### src/rtl/register64_serial_reader.sv
// Snapshots a wide register value and streams it as BUS_WIDTH words over valid/ready.
// Optional even parity on the output word: define REGISTER64_SERIAL_READER_PARITY_EN.
module register64_serial_reader #(
    parameter int DATA_WIDTH_IN = 64,
    parameter int BUS_WIDTH     = 32,
    parameter int NUM_WORDS     = DATA_WIDTH_IN / BUS_WIDTH
) (
    input  logic                     clock,
    input  logic                     clear,
    input  logic                     start,
    input  logic                     hi_first,
    input  logic [DATA_WIDTH_IN-1:0] src_data,
    input  logic                     bus_ready,
    output logic [BUS_WIDTH-1:0]     bus_data,
    output logic                     bus_valid,
    output logic                     bus_parity,
    output logic                     busy,
    output logic                     done
);
    localparam int IDX_W = (NUM_WORDS > 1) ? $clog2(NUM_WORDS) : 1;
    localparam logic [IDX_W-1:0] LAST_IDX = IDX_W'(NUM_WORDS - 1);

    typedef enum logic [1:0] {
        IDLE = 2'd0,
        SEND = 2'd1,
        DONE = 2'd2
    } state_t;

    state_t                   state, state_n;
    logic [DATA_WIDTH_IN-1:0] snap, snap_n;
    logic [IDX_W-1:0]         idx, idx_n;
    logic                     hi_q, hi_n;
    logic [BUS_WIDTH-1:0]     data_n;
    logic                     last_word;

    function automatic logic [BUS_WIDTH-1:0] word_at(input logic [DATA_WIDTH_IN-1:0] v,
                                                     input logic [IDX_W-1:0] i);
        return v[int'(i)*BUS_WIDTH +: BUS_WIDTH];
    endfunction

    // The counter never wraps: the final word sits at the far end for the chosen direction.
    assign last_word = hi_q ? (idx == '0) : (idx == LAST_IDX);

    always_ff @(negedge clock) begin
        if (clear) state <= IDLE;
        else       state <= state_n;
    end

    always_comb begin
        state_n = state;
        snap_n  = snap;
        idx_n   = idx;
        hi_n    = hi_q;
        data_n  = bus_data;
        case (state)
            IDLE: begin
                if (start) begin
                    snap_n  = src_data;
                    hi_n    = hi_first;
                    idx_n   = hi_first ? LAST_IDX : '0;
                    data_n  = word_at(src_data, idx_n);
                    state_n = SEND;
                end
            end
            SEND: begin
                if (bus_ready) begin
                    if (last_word) begin
                        data_n  = '0;
                        state_n = DONE;
                    end else begin
                        idx_n  = hi_q ? (idx - IDX_W'(1)) : (idx + IDX_W'(1));
                        data_n = word_at(snap, idx_n);
                    end
                end
            end
            DONE: begin
                state_n = IDLE;
            end
            default: begin
                state_n = IDLE;
            end
        endcase
    end

    // Outputs are registered from the next state so they hold steady for the whole cycle.
    always_ff @(negedge clock) begin
        if (clear) begin
            snap      <= '0;
            idx       <= '0;
            hi_q      <= 1'b0;
            bus_data  <= '0;
            bus_valid <= 1'b0;
            busy      <= 1'b0;
            done      <= 1'b0;
        end else begin
            snap      <= snap_n;
            idx       <= idx_n;
            hi_q      <= hi_n;
            bus_data  <= data_n;
            bus_valid <= (state_n == SEND);
            busy      <= (state_n == SEND) || (state_n == DONE);
            done      <= (state_n == DONE);
        end
    end

`ifdef REGISTER64_SERIAL_READER_PARITY_EN
    function automatic logic even_parity(input logic [BUS_WIDTH-1:0] w);
        return ^w;
    endfunction

    always_ff @(negedge clock) begin
        if (clear) bus_parity <= 1'b0;
        else       bus_parity <= (state_n == SEND) ? even_parity(data_n) : 1'b0;
    end
`else
    assign bus_parity = 1'b0;
`endif

endmodule

### config.mk
export PLATFORM = sky130hd
export DESIGN_NAME = register64_serial_reader
export DESIGN_NICKNAME = d
export VERILOG_FILES = /design/src/rtl/register64_serial_reader.sv
export SDC_FILE = /design/constraint.sdc
export NUM_CORES = 1
export LEC_CHECK = 0
export CORE_ASPECT_RATIO = 1.5
export CORE_MARGIN = 1
export CORE_UTILIZATION = 45
export DETAILED_ROUTE_END_ITERATION = 6
export PLACE_DENSITY = 0.83
export SETUP_SLACK_MARGIN = 0.15
export SYNTH_ARGS = -nofsm -noshare
export SYNTH_HDL_FRONTEND = slang
export SYNTH_SLANG_ARGS = --single-unit
### constraint.sdc
create_clock -name clock -period 1.4 [get_ports clock]
set_input_delay 0.28 -clock clock [delete_from_list [all_inputs] [get_ports clock]]
set_output_delay 0.28 -clock clock [all_outputs]
set_load 0.01 [all_outputs]
After elaboration in Yosys (flattened, before gate mapping)
Cells that the tools add are included.
{ "totals": {"wordCells": 40, "register_bits": 103, "output_inout_bits": 36} }
{ "op_classes": {"n_eq_ne": 6, "n_shift": 2, "mux": 15, "reduce_logical": 6, "bitwise": 1, "add_sub_neg": 2} }
{ "ops": {"columns": ["op", "count"], "rows": [
  ["64-bit by 7-bit variable part select with 32-bit output", 2],
  ["32-bit 2-to-1 mux", 3],
  ["32-bit case mux with 2 select lines", 1],
  ["1-bit 2-to-1 mux", 6],
  ["2-bit 2-to-1 mux", 3],
  ["2-bit inequality test (second input constant)", 3],
  ["2-bit by 1-bit == test with 1-bit output (second input constant)", 2],
  ["2-bit case mux with 2 select lines", 1],
  ["4-bit AND reduction", 1],
  ["3-bit AND reduction", 1],
  ["2-bit == test (second input constant)", 1],
  ["2-bit zero test", 1],
  ["1-bit case mux with 2 select lines", 1],
  ["2-bit AND reduction", 1],
  ["2-bit nonzero test", 1],
  ["1-bit adder (second input constant)", 1],
  ["1-bit logical OR", 1],
  ["1-bit inverter", 1],
  ["1-bit subtractor (second input constant)", 1]
]} }

Depth between registers and ports, before layout
{ "logic_depth": {"depth_word": 7, "depth_mapped": 7, "mapped_depth_nobuf": 5} }

==> metrics.md <==
| Metric | Value |
|---|---|
| Worst hold slack | `roughly 0.47 ns` |
| Vias per cell | `between 6 and 7` |
| Core area | `around 9400 um^2` |
| Avg Inst Size Synth | `~8.7 um^2` |
| Met1 usage | `between 40% and 50%` |
| CP endpoint kind | `primary output` |
| Hold/Removal Path Class | `reg -> reg` |
| Row cnt | `between 40 and 50` |
| Flop pwr share | `about 33%` |
| CP arrival | `approximately 1.6 ns` |
| # fillers | `around 350` |
| DIE HEIGHT | `between 100 and 150 um` |
| Routed Antenna Nets | `0` |
| Final #Nets | `840` |
| CP Capture Point | `bus_data[17]` |
| Unrepaired setup endpoints after global routing | `true` |
| Status | `finished with violations` |
| Clock sinks | `a little over 100` |
| Port Buf Inserts | `roughly 100` |
| Clock Latency Late Sink | `approximately 0.47 ns` |
| Slowest cell on the critical path | `dfxtp_2` |
| Setup-failing EPs final | `~140` |
| Sequential area share after synthesis | `about 47%` |
| Unique masters post-synth | `26` |
| Routed WL | `approximately 24000 um` |
| Largest stage delay, worst path | `0.34 ns` |
| Met2 usage in global routing | `67.9%` |
| Clock power frac | `a little over two fifths` |
| Vias | `roughly 5900` |
| Placed Area | `just under 6000 um^2` |
| Final WS setup | `-0.507 ns` |
| # DRC | `0` |
| Ports | `around 110` |
| Post-Syn Area | `around 4400 um^2` |
| MaxCap Viol Count | `0` |
| H-tree lvl count | `3` |
| Met3 GRT Util | `between 10% and 20%` |
| Die X | `around 83 um` |
| Leakage | `4.15 nW` |
| GRT busiest layer | `met2` |
| Part of the power in combinational logic | `around a quarter` |
| Clock tree buffer depth | `2` |
| Design area | `around 8400 um^2` |
| Switching Fraction | `between 30% and 40%` |
| Initial antenna violation count | `0` |
| Dominant cells by area after synthesis | `dfxtp_1, nand2_1, mux2i_1` |
| Vias in the first global route | `between 6000 and 7000` |
| Largest net degree at the start of global routing | `43` |
| Root Buffer Master | `clkbuf_16` |
| Required time of the worst setup path | `1.12 ns` |
| Worst path cell trace | `buf_6` |
| CTS tree | `yes` |
| Worst r2r dst | `bus_data[26]` |
| Worst-path clk slew | `~0.090 ns` |
| Post-Layout Cell Count | `885` |
| CP Launch Type | `flop` |
| Total track usage | `between 40% and 50%` |
| Drt wl/cell | `between 20 and 30 um` |
| Number of warnings issued by yosys | `0` |
| Top Family by Delay on Critical Path | `flip-flops` |
| Worst path depth | `1` |
| Worst Skew | `~0.051 ns` |
| Critical Path Start | `bus_data[17]` |
| First DRT Iteration DRCs | `slightly below 900` |
| RR Startpoint | `state[0]` |
| Total gr overflow | `0` |
| R2R cell count | `6` |
| N_diodes | `0` |
| Synth area leader | `dfxtp_1` |
| CP bufs+invs | `1` |
| Flop2flop setup slack | `-0.22 ns` |
| Area grow syn2layout | `89.8%` |
| Num CTS Buffers | `9` |
| FF+latch count, synth | `103` |
| Final Hold Viols | `0` |
| Worst Tran Pin Value | `0.529 ns` |
| Share of cells above drive strength 1 | `44.1%` |
| First-pass GRT wire length | `between 30000 and 40000 um` |
| Crit path kind | `reg -> out` |
| Top cell type's share of synthesized area | `a little under half` |
| DP HPWL | `roughly 8200 um` |
| DIE AREA | `approximately 10000 um^2` |
| Drt first pass iters | `6` |
| Max Slew Vio Count | `0` |
| Largest fanout on the critical path | `2` |
| Initial core utilization | `between 40% and 50%` |
| Cells after synthesis | `approximately 510` |
| IR Drop Worst-Case VDD | `~1.3 mV` |
| Failing checks | `negative setup slack` |
| Inst Count DP | `725` |
| Syn Nets | `approximately 580` |
| NetSw | `4.11 mW` |
| Power Dens Cells | `roughly 1300 nW/um^2` |
| P_int | `6.45 mW` |
| Global placement routability congestion | `about 0.81` |
| Worst slew margin | `64.7%` |
==> through the flow <==
step           setup TNS (ns)  worst slack (ns)  total power, mW  util (%)
2_1_floorplan          -40.21            -0.444             4.64         -
3_3_place_gp          -113.03             -1.01             5.30      63.0
3_5_place_dp          -116.66             -1.05             5.36      63.0
4_1_cts                -37.73            -0.455             9.51      84.7
5_1_grt                -41.60            -0.503             10.8      89.4
6_report               -40.88            -0.507             10.6      89.4
==> cells in the mapped netlist, drive strengths merged <==
master	number
a211o	1
a21oi	65
a221o	32
a31oi	1
a32o	32
and2	2
buf	33
clkbuf	15
conb	1
dfxtp	103
ha	2
inv	3
mux2i	34
nand2	164
nand2b	2
nand4	1
nor2	5
nor2b	2
nor3	1
nor3b	2
o21ba	1
o31ai	1
or3b	1
xor2	1
==> power by group through the flow <==
stage / registers (mW) / logic [mW] / clock network, mW
after floorplan: 3.40 / 0.789 / 0.450
after global placement: 3.37 / 1.48 / 0.450
after detailed placement: 3.38 / 1.53 / 0.450
after CTS: 3.42 / 2.16 / 3.92
after global routing: 3.47 / 2.59 / 4.75
final: 3.46 / 2.53 / 4.55
==> cells by family after synthesis <==
group,synth area share (%)
adders and majority gates,0.568
AOI/OAI and AO/OA,22.7
buffers and inverters,5.82
muxes,7.72
other,0.0851
xor gates and xnor gates,0.199
DFF,46.8
and+or+nand+nor,16.2
==> routing by layer <==
metal  vias to the layer above  part of all wire (%)  wire (um)
met3                       203                    11       2700
li1                       2326                     -          -
met5                         -                     0          0
met4                         0                   9.0       2190
met1                      2820                    31       7700
met2                       590                    49      11900
==> sequential cells by signal, indices dropped and copies added, names as in the netlist <==
name and flops:
bus_data 32, bus_valid 1, busy 1, done 1, hi_q 1, idx 1
snap 64, state 2
==> what timing repair did <==
action	in CTS	in global routing
setup endpoints to repair	138	138
pin swaps	47	20
resized for setup	384	91
setup buffers	19	6
cloned	16	2
hold buffers	0	0
==> layout by cell type, fill, tap and decap left out, drive strengths merged, types with 2 or more instances in the layout <==
master,count
a221o,32
a32o,32
nor2,5
mux2i,34
nand2,164
and2,2
bufinv,2
clkdlybuf4s50,41
dfxtp,103
dlymetal6s2s,23
or3b,2
inv,108
buf,131
nand2b,2
a21oi,65
nor3b,2
ha,2
nor2b,2
clkbuf,11
==> layout make-up <==
class / count / area, um^2 / share of cell area (%)
Timing Repair Buffer: 198 / 2390 / 28.6
Sequential cell: 103 / 2110 / 25.2
Clock buffer: 9 / 225 / 2.69
Tap cell: 112 / 140 / 1.68
Clock inverter: 109 / 468 / 5.59
Multi-Input combinational cell: 352 / 3020 / 36.1
Inverter: 2 / 7.51 / 0.0897
==> worst min-delay path by stage <==
| stage | startpoint | endpoint | slack [ns] | depth (start not counted) |
|---|---|---|---|---|
| floorplan | snap[0] | snap[0] | 0.44 | 2 |
| detailed placement | bus_data[11] | bus_data[11] | 0.44 | 1 |
| finish | bus_data[8] | bus_data[8] | 0.47 | 1 |
| global route | bus_data[16] | bus_data[16] | 0.49 | 1 |
| global placement | bus_data[13] | bus_data[13] | 0.44 | 1 |
| CTS | snap[43] | snap[43] | 0.46 | 2 |
No activity file was read; power rests on OpenSTA's default activity.
